<file path="src/rtl/countdown_ctrl_pkg.sv">
// Shared types and constants for the MM:SS countdown controller.
//   state_t       controller state encoding
//   *_MAX         highest legal value of each BCD digit of MM:SS
//   MMSS_ZERO     00:00
//   MMSS_ONE      00:01, the last count before the alarm
package countdown_ctrl_pkg;

  typedef enum logic [1:0] {
    ST_IDLE  = 2'd0,
    ST_RUN   = 2'd1,
    ST_PAUSE = 2'd2,
    ST_ALARM = 2'd3
  } state_t;

  localparam logic [3:0] M10_MAX = 4'd9;
  localparam logic [3:0] M1_MAX  = 4'd9;
  localparam logic [3:0] S10_MAX = 4'd5;
  localparam logic [3:0] S1_MAX  = 4'd9;

  localparam logic [15:0] MMSS_ZERO = 16'h0000;
  localparam logic [15:0] MMSS_ONE  = 16'h0001;

endpackage

</file>
<file path="src/rtl/countdown_ctrl_if.sv">
// Button/tick inputs and display outputs of the countdown controller.
//   CE, TICK, BTN_*            : controller inputs (master drives)
//   DIGITS, BLINK, RUNNING, DONE : registered controller outputs (slave drives)
interface countdown_ctrl_if;
  logic        CE;
  logic        TICK;
  logic        BTN_START;
  logic        BTN_STOP;
  logic        BTN_UP;
  logic        BTN_DOWN;
  logic [15:0] DIGITS;
  logic        BLINK;
  logic        RUNNING;
  logic        DONE;

  modport master (
    output CE, TICK, BTN_START, BTN_STOP, BTN_UP, BTN_DOWN,
    input  DIGITS, BLINK, RUNNING, DONE
  );

  modport slave (
    input  CE, TICK, BTN_START, BTN_STOP, BTN_UP, BTN_DOWN,
    output DIGITS, BLINK, RUNNING, DONE
  );
endinterface

</file>
<file path="src/rtl/mmss_bcd_cnt.sv">
// 16-bit BCD MM:SS register {M10,M1,S10,S1} with load, +1 s / -1 s and wrap
// (99:59 <-> 00:00).  All arithmetic is per digit.
//   CLK, CLR   clock, synchronous active-high reset to RESET_VAL
//   en         update enable (clock enable of the owner)
//   load       load load_val (wins over inc/dec)
//   inc, dec   step +1 s / -1 s; both together means no change
//   q          current value
//   q_nxt      value q takes at the next enabled edge
//   zero       q == 00:00
import countdown_ctrl_pkg::*;

module mmss_bcd_cnt #(
  parameter logic [15:0] RESET_VAL = 16'h0000
) (
  input  logic        CLK,
  input  logic        CLR,
  input  logic        en,
  input  logic        load,
  input  logic [15:0] load_val,
  input  logic        inc,
  input  logic        dec,
  output logic [15:0] q,
  output logic [15:0] q_nxt,
  output logic        zero
);

  logic [15:0] inc_v;
  logic [15:0] dec_v;

  always_comb begin
    inc_v = q;
    if (q[3:0] != S1_MAX) begin
      inc_v[3:0] = q[3:0] + 4'd1;
    end else begin
      inc_v[3:0] = 4'd0;
      if (q[7:4] != S10_MAX) begin
        inc_v[7:4] = q[7:4] + 4'd1;
      end else begin
        inc_v[7:4] = 4'd0;
        if (q[11:8] != M1_MAX) begin
          inc_v[11:8] = q[11:8] + 4'd1;
        end else begin
          inc_v[11:8]  = 4'd0;
          inc_v[15:12] = (q[15:12] != M10_MAX) ? q[15:12] + 4'd1 : 4'd0;
        end
      end
    end
  end

  always_comb begin
    dec_v = q;
    if (q[3:0] != 4'd0) begin
      dec_v[3:0] = q[3:0] - 4'd1;
    end else begin
      dec_v[3:0] = S1_MAX;
      if (q[7:4] != 4'd0) begin
        dec_v[7:4] = q[7:4] - 4'd1;
      end else begin
        dec_v[7:4] = S10_MAX;
        if (q[11:8] != 4'd0) begin
          dec_v[11:8] = q[11:8] - 4'd1;
        end else begin
          dec_v[11:8]  = M1_MAX;
          dec_v[15:12] = (q[15:12] != 4'd0) ? q[15:12] - 4'd1 : M10_MAX;
        end
      end
    end
  end

  always_comb begin
    q_nxt = q;
    if (load)              q_nxt = load_val;
    else if (inc && !dec)  q_nxt = inc_v;
    else if (dec && !inc)  q_nxt = dec_v;
  end

  always_ff @(posedge CLK) begin
    if (CLR)     q <= RESET_VAL;
    else if (en) q <= q_nxt;
  end

  assign zero = (q == MMSS_ZERO);

endmodule

</file>
<file path="src/rtl/countdown_ctrl.sv">
// MM:SS countdown timer controller with preset adjust, pause and alarm.
//   CLK, CLR   clock, synchronous active-high reset
//   bus        countdown_ctrl_if.slave: CE/TICK/buttons in, registered
//              DIGITS/BLINK/RUNNING/DONE out
//
// state    | meaning
// ---------+------------------------------------------------------
// ST_IDLE  | show preset, UP/DOWN adjust it, START begins countdown
// ST_RUN   | counter decrements on TICK
// ST_PAUSE | counter frozen, display blinks
// ST_ALARM | shows 00:00, DONE=1, leaves on button or ALARM_TICKS TICKs
import countdown_ctrl_pkg::*;

module countdown_ctrl #(
  parameter int          ALARM_TICKS    = 10,
  parameter logic [15:0] PRESET_DEFAULT = 16'h0100
) (
  input logic              CLK,
  input logic              CLR,
  countdown_ctrl_if.slave  bus
);

  localparam int AW = $clog2(ALARM_TICKS + 1);

  state_t state_q, state_nxt;
  logic [AW-1:0] alm_q;
  logic          alm_load, alm_dec;
  logic          blink_nxt;
  logic [15:0]   digits_nxt;

  logic [15:0] pre_q, pre_nxt, cnt_q, cnt_nxt, cnt_load_val;
  logic        pre_zero, cnt_zero;
  logic        pre_inc, pre_dec, cnt_load, cnt_dec;

  mmss_bcd_cnt #(.RESET_VAL(PRESET_DEFAULT)) u_preset (
    .CLK(CLK), .CLR(CLR), .en(bus.CE),
    .load(1'b0), .load_val(MMSS_ZERO),
    .inc(pre_inc), .dec(pre_dec),
    .q(pre_q), .q_nxt(pre_nxt), .zero(pre_zero)
  );

  mmss_bcd_cnt #(.RESET_VAL(MMSS_ZERO)) u_count (
    .CLK(CLK), .CLR(CLR), .en(bus.CE),
    .load(cnt_load), .load_val(cnt_load_val),
    .inc(1'b0), .dec(cnt_dec),
    .q(cnt_q), .q_nxt(cnt_nxt), .zero(cnt_zero)
  );

  always_comb begin
    state_nxt    = state_q;
    pre_inc      = 1'b0;
    pre_dec      = 1'b0;
    cnt_load     = 1'b0;
    cnt_load_val = MMSS_ZERO;
    cnt_dec      = 1'b0;
    alm_load     = 1'b0;
    alm_dec      = 1'b0;
    case (state_q)
      ST_IDLE: begin
        // STOP outranks START even though STOP alone does nothing here.
        if (bus.BTN_START && !bus.BTN_STOP && !pre_zero) begin
          state_nxt    = ST_RUN;
          cnt_load     = 1'b1;
          cnt_load_val = pre_q;
        end else begin
          pre_inc = bus.BTN_UP;
          pre_dec = bus.BTN_DOWN;
        end
      end
      ST_RUN: begin
        if (bus.BTN_STOP) begin
          state_nxt = ST_IDLE;
          cnt_load  = 1'b1;
        end else if (bus.BTN_START) begin
          state_nxt = ST_PAUSE;
        end else if (cnt_zero) begin
          // Unreachable in normal use; never let RUN wrap through 00:00.
          state_nxt = ST_ALARM;
          alm_load  = 1'b1;
        end else if (bus.TICK) begin
          cnt_dec = 1'b1;
          if (cnt_q == MMSS_ONE) begin
            state_nxt = ST_ALARM;
            alm_load  = 1'b1;
          end
        end
      end
      ST_PAUSE: begin
        if (bus.BTN_STOP) begin
          state_nxt = ST_IDLE;
          cnt_load  = 1'b1;
        end else if (bus.BTN_START) begin
          state_nxt = ST_RUN;
        end
      end
      ST_ALARM: begin
        if (bus.BTN_START || bus.BTN_STOP) begin
          state_nxt = ST_IDLE;
        end else if (bus.TICK) begin
          if (alm_q <= AW'(1)) state_nxt = ST_IDLE;
          else                 alm_dec   = 1'b1;
        end
      end
      default: state_nxt = ST_IDLE;
    endcase
  end

  // Outputs are computed from next-state values so the registered outputs
  // reflect an input one clock after it is sampled.
  always_comb begin
    blink_nxt = 1'b0;
    if ((state_nxt == ST_PAUSE || state_nxt == ST_ALARM) && state_nxt == state_q)
      blink_nxt = bus.BLINK ^ bus.TICK;
    case (state_nxt)
      ST_IDLE:           digits_nxt = pre_nxt;
      ST_RUN, ST_PAUSE:  digits_nxt = cnt_nxt;
      default:           digits_nxt = MMSS_ZERO;
    endcase
  end

  always_ff @(posedge CLK) begin
    if (CLR) begin
      state_q     <= ST_IDLE;
      alm_q       <= '0;
      bus.DIGITS  <= PRESET_DEFAULT;
      bus.BLINK   <= 1'b0;
      bus.RUNNING <= 1'b0;
      bus.DONE    <= 1'b0;
    end else if (bus.CE) begin
      state_q     <= state_nxt;
      if (alm_load)     alm_q <= AW'(ALARM_TICKS);
      else if (alm_dec) alm_q <= alm_q - AW'(1);
      bus.DIGITS  <= digits_nxt;
      bus.BLINK   <= blink_nxt;
      bus.RUNNING <= (state_nxt == ST_RUN);
      bus.DONE    <= (state_nxt == ST_ALARM);
    end
  end

endmodule

</file>
<file path="src/flat_wrapper.sv">
// flat-port wrapper written by rule: the top's interface ports become plain ports
module countdown_ctrl_flat 
#(
  parameter int          ALARM_TICKS    = 10,
  parameter logic [15:0] PRESET_DEFAULT = 16'h0100
)
  (CLK, CLR, bus_CE, bus_TICK, bus_BTN_START, bus_BTN_STOP, bus_BTN_UP, bus_BTN_DOWN, bus_DIGITS, bus_BLINK, bus_RUNNING, bus_DONE);
  countdown_ctrl_if bus_i ();
  input logic CLK;
  input logic CLR;
  input wire logic [$bits(bus_i.CE)-1:0] bus_CE;
  input wire logic [$bits(bus_i.TICK)-1:0] bus_TICK;
  input wire logic [$bits(bus_i.BTN_START)-1:0] bus_BTN_START;
  input wire logic [$bits(bus_i.BTN_STOP)-1:0] bus_BTN_STOP;
  input wire logic [$bits(bus_i.BTN_UP)-1:0] bus_BTN_UP;
  input wire logic [$bits(bus_i.BTN_DOWN)-1:0] bus_BTN_DOWN;
  output wire logic [$bits(bus_i.DIGITS)-1:0] bus_DIGITS;
  output wire logic [$bits(bus_i.BLINK)-1:0] bus_BLINK;
  output wire logic [$bits(bus_i.RUNNING)-1:0] bus_RUNNING;
  output wire logic [$bits(bus_i.DONE)-1:0] bus_DONE;
  assign bus_i.CE = bus_CE;
  assign bus_i.TICK = bus_TICK;
  assign bus_i.BTN_START = bus_BTN_START;
  assign bus_i.BTN_STOP = bus_BTN_STOP;
  assign bus_i.BTN_UP = bus_BTN_UP;
  assign bus_i.BTN_DOWN = bus_BTN_DOWN;
  assign bus_DIGITS = bus_i.DIGITS;
  assign bus_BLINK = bus_i.BLINK;
  assign bus_RUNNING = bus_i.RUNNING;
  assign bus_DONE = bus_i.DONE;
  countdown_ctrl #(.ALARM_TICKS(ALARM_TICKS), .PRESET_DEFAULT(PRESET_DEFAULT)) u_core (.CLK(CLK), .CLR(CLR), .bus(bus_i));
endmodule
</file>
<file path="config.mk">
export PLATFORM = sky130hd
export DESIGN_NAME = countdown_ctrl_flat
export DESIGN_NICKNAME = d
export VERILOG_FILES = /design/src/rtl/countdown_ctrl_pkg.sv /design/src/rtl/countdown_ctrl_if.sv /design/src/rtl/mmss_bcd_cnt.sv /design/src/rtl/countdown_ctrl.sv /design/src/flat_wrapper.sv
export SDC_FILE = /design/constraint.sdc
export NUM_CORES = 1
export LEC_CHECK = 0
export ABC_AREA = 1
export CAP_MARGIN = 30
export CORE_MARGIN = 3
export CORE_UTILIZATION = 51
export CTS_BUF_LIST = sky130_fd_sc_hd__clkbuf_16
export DETAILED_ROUTE_END_ITERATION = 12
export PLACE_DENSITY = 0.77
export SETUP_SLACK_MARGIN = 0.02
export SLEW_MARGIN = 25
export SYNTH_ARGS = -nofsm -noshare
export SYNTH_HDL_FRONTEND = slang
export SYNTH_SLANG_ARGS = --single-unit
</file>
<file path="constraint.sdc">
create_clock -name CLK -period 7.25 [get_ports CLK]
set_clock_uncertainty 0.2 [all_clocks]
set_input_delay 1.8125 -clock CLK [delete_from_list [all_inputs] [get_ports CLK]]
set_output_delay 1.8125 -clock CLK [all_outputs]
set_load 0.01 [all_outputs]
</file>
==> impl_results.md <==
* CP required at 7.30 ns
* WHS Endpoint: u_core.bus.DIGITS[2]
* CP Cell Sequence: clkdlybuf4s50_1 > nand2_1 > inv_2 > nand3_4 > nand2_1 > inv_2 > nand2_2 > inv_1 > ha_1 > inv_1 > nand3_1 > nand2_1 > nand2_1 > a21oi_1
* Post-synth top area cell: dfxtp_1
* #FFs+latches synth at 57
* Initial Utilization at 0.5383
* CP Launch Type: primary input
* Worst Reg2Reg Path Length in Cells at 14
* Aggregate negative setup slack at 0 ns
* Depth of the CTS H-tree at 3
* Psw at 0.3629 mW
* CP Capture Type: flop
* Max Clock Freq at 0.2308 GHz
* Via density at 5.703
* Most common cell type on the critical path: nand2_1
* CP max-delay cell: clkdlybuf4s50_1
* # DRC at 0
* Logic pwr share at 0.268
* Sequential area share after synthesis at 0.2529
* YS warnings at 0
* Post_cts resized at 0
* DR vias at 4882
* Clk slew on worst S/H paths at 0.05 ns
* Layout cell share with drive strength beyond 1 at 0.08522
* EDFF count, synth at 0
* Std-Cell Rows at 33
* LEAKAGE at 2.411 nW
* Syn avg cell area at 6.147 um^2
* Post-layout min period at 4.333 ns
* Total grt overflow at 0
* Commonest non-fill, non-tap cell in the layout: nand2_1
* # IOs at 27
* Vias in the first global route at 4522
* Fillers at 793
* GRT Overall Usage at 0.2580
* Syn Nets at 754
* Pins over their slew limit at 0
* Critical Path Stages at 14
* Critical path peak fanout at 16
* Family with the most delay on the worst path: buffers and inverters
* Rel. slew slack at 0.5383
* Reg power frac at 0.344
* Period utilization at 0.5977
* Synth top area share at 0.2529
* Worst-Skew Late Latency at 0.33 ns
* CTS Sinks at 57
* Buf+Inv Stages, Crit Path at 5
* CTS tree: built
* Final hold vios at 0
* Worst Tran Pin Value at 0.6925 ns
* Cell count after synthesis at 734
* Initial antenna violation count at 0
* Crit Path Class: in2reg
* Origin of the critical flop-to-flop path: u_core.u_count.q[2]
* Hold Path Origin: u_core.bus.DIGITS[2]
* Chip height at 100.1 um
* Max VDD drop at 0.0001498 V
* Cell area power density at 208.6 mW/mm^2
* Commonest non-fill, non-tap cells in the layout: nand2_1, inv_1, o21ai_0, dfxtp_1, nor2_1
* Distinct cells, synth at 43
* Antenna cell count at 0
* Die Wd at 100.1 um
* P_int at 0.6903 mW
* Sw frac at 0.3446
* Synthesized cell area at 0.004512 mm^2
* First-pass GRT wire length at 20.78 mm
* Core ar. at 0.008382 mm^2
* MaxCap Viol Count at 0
* Synth Flop Type: dfxtp_1
* Largest net degree at the start of global routing at 70
* # setup viols final at 0
* Post-route antenna net violation count at 0
* TritonCTS Buffers at 9
* Hold_buf cts at 0
* CTS root buf: clkbuf_16
* Postcts setup bufs at 0
* Reg-to-Reg End: u_core.bus.DIGITS[3]
* Unrepaired setup endpoints after global routing: false
* Status: finished clean
* Layout Nets at 766
* First-pass DRT Iterations at 5
* Area post-placement at 0.004766 mm^2
* CTS max path bufs at 2
* Critical path arrival at 4.39 ns
* Hold depth at 2
* Routed WL at 12.82 mm
* Synth async-reset ratio at 0
* Routed len/inst at 14.98 um
* Clock group share of total power at 0.388
* Hold WC Path Type: reg2reg
* Routability cong. at 0.8698
* Synth area leaders: dfxtp_1, nand2_1, inv_1
* Slowest stage delay, CP at 0.53 ns
* Full die area at 0.01001 mm^2
* Layout area overhead at 11.90%
* Port Buffers at 26
* Post-DP HPWL at 9.023 mm
* Layout Cell Area excl Fill at 0.005049 mm^2
* Reg2Reg Setup Slack at 4.18 ns
* DR iter-0 viols at 481
cells by family (layout without fill, tap and decap cells):
kind of cell             after synthesis  after routing  share of synthesized area
buffers and inverters                124            141                     0.1154
AO/OA/AOI/OAI                        154            154                     0.1986
flip-flops                            57             57                     0.2529
XOR/XNOR                               8              8                    0.01553
adder cells (fa/ha/maj)               12             12                    0.03328
AND/OR/NAND/NOR                      379            379                     0.3844
final cells by class:
type	count	area (um^2)	share of cell area
Clock buffer	9	225.2	0.04461
Clock inverter	7	55.05	0.01090
Inverter	96	360.3	0.07138
Multi-Input combinational cell	553	2853	0.5651
Sequential cell	57	1141	0.2260
Tap cell	105	131.4	0.02602
Timing Repair Buffer	29	282.8	0.05601
layer usage:
metal | track usage | wire length [um]
met1 | 0.3366 | 5545
met2 | 0.4141 | 5831
met3 | 0.05420 | 1025
met4 | 0.1088 | 422
met5 | 0 | 0
power by group through the flow:
stage	Sequential [mW]	Combinational, mW	Clock (mW)
6_report	0.362	0.282	0.409
5_1_grt	0.365	0.314	0.426
4_1_cts	0.361	0.278	0.413
3_5_place_dp	0.367	0.276	0
3_3_place_gp	0.367	0.270	0
2_1_floorplan	0.363	0.206	0
cells in the mapped netlist, drive strengths merged, types with 10 or more instances:
cell type  count
a211oi        11
a21oi         52
buf           13
clkbuf        15
dfxtp         57
ha            12
inv           94
nand2        237
nand3         52
nor2          71
o211ai        10
o21ai         71
worst register-to-register path: stages, from the launching register on:
cell     delay (ns)
dfxtp_1        0.32
nor2_1         0.27
nand2_1        0.26
a21oi_1        0.25
nand3_1        0.15
nand2_1        0.09
nand2_1        0.07
nand2_2        0.13
inv_1          0.10
ha_1           0.31
inv_1          0.34
nand3_1        0.20
nand2_1        0.10
nand2_1        0.05
a21oi_1        0.14
sequential cells by signal, indices dropped and copies added, names as in the netlist:
register,flops
u_core.bus.RUNNING,1
u_core.u_count.q,16
u_core.bus.BLINK,1
u_core.state_q,2
u_core.bus.DONE,1
u_core.u_preset.q,16
u_core.alm_q,4
u_core.bus.DIGITS,16
how the worst max path moves through the flow:
stage	start	end
after floorplan	bus_BTN_STOP	u_core.bus.DIGITS[7]
after global placement	bus_TICK	u_core.bus.DIGITS[5]
after detailed placement	bus_TICK	u_core.bus.DIGITS[5]
after CTS	bus_TICK	u_core.bus.DIGITS[5]
after global routing	bus_BTN_START	u_core.bus.DIGITS[3]
final	bus_BTN_START	u_core.bus.DIGITS[3]
stage by stage:
| step | hold slack [ns] | total power [mW] | instances | util | setup WS (ns) |
|---|---|---|---|---|---|
| 2_1_floorplan | 0.2594 | 0.5693 | 734 | - | 3.474 |
| 3_3_place_gp | 0.2574 | 0.6371 | 840 | 0.5686 | 2.568 |
| 3_5_place_dp | 0.2669 | 0.6428 | 840 | 0.5686 | 2.457 |
| 4_1_cts | 0.2772 | 1.053 | 856 | 0.6020 | 2.776 |
| 5_1_grt | 0.2999 | 1.105 | 856 | 0.6023 | 2.683 |
| 6_report | 0.2759 | 1.053 | 856 | 0.6023 | 2.917 |
Note: power is estimated with default switching activity, not from simulation.
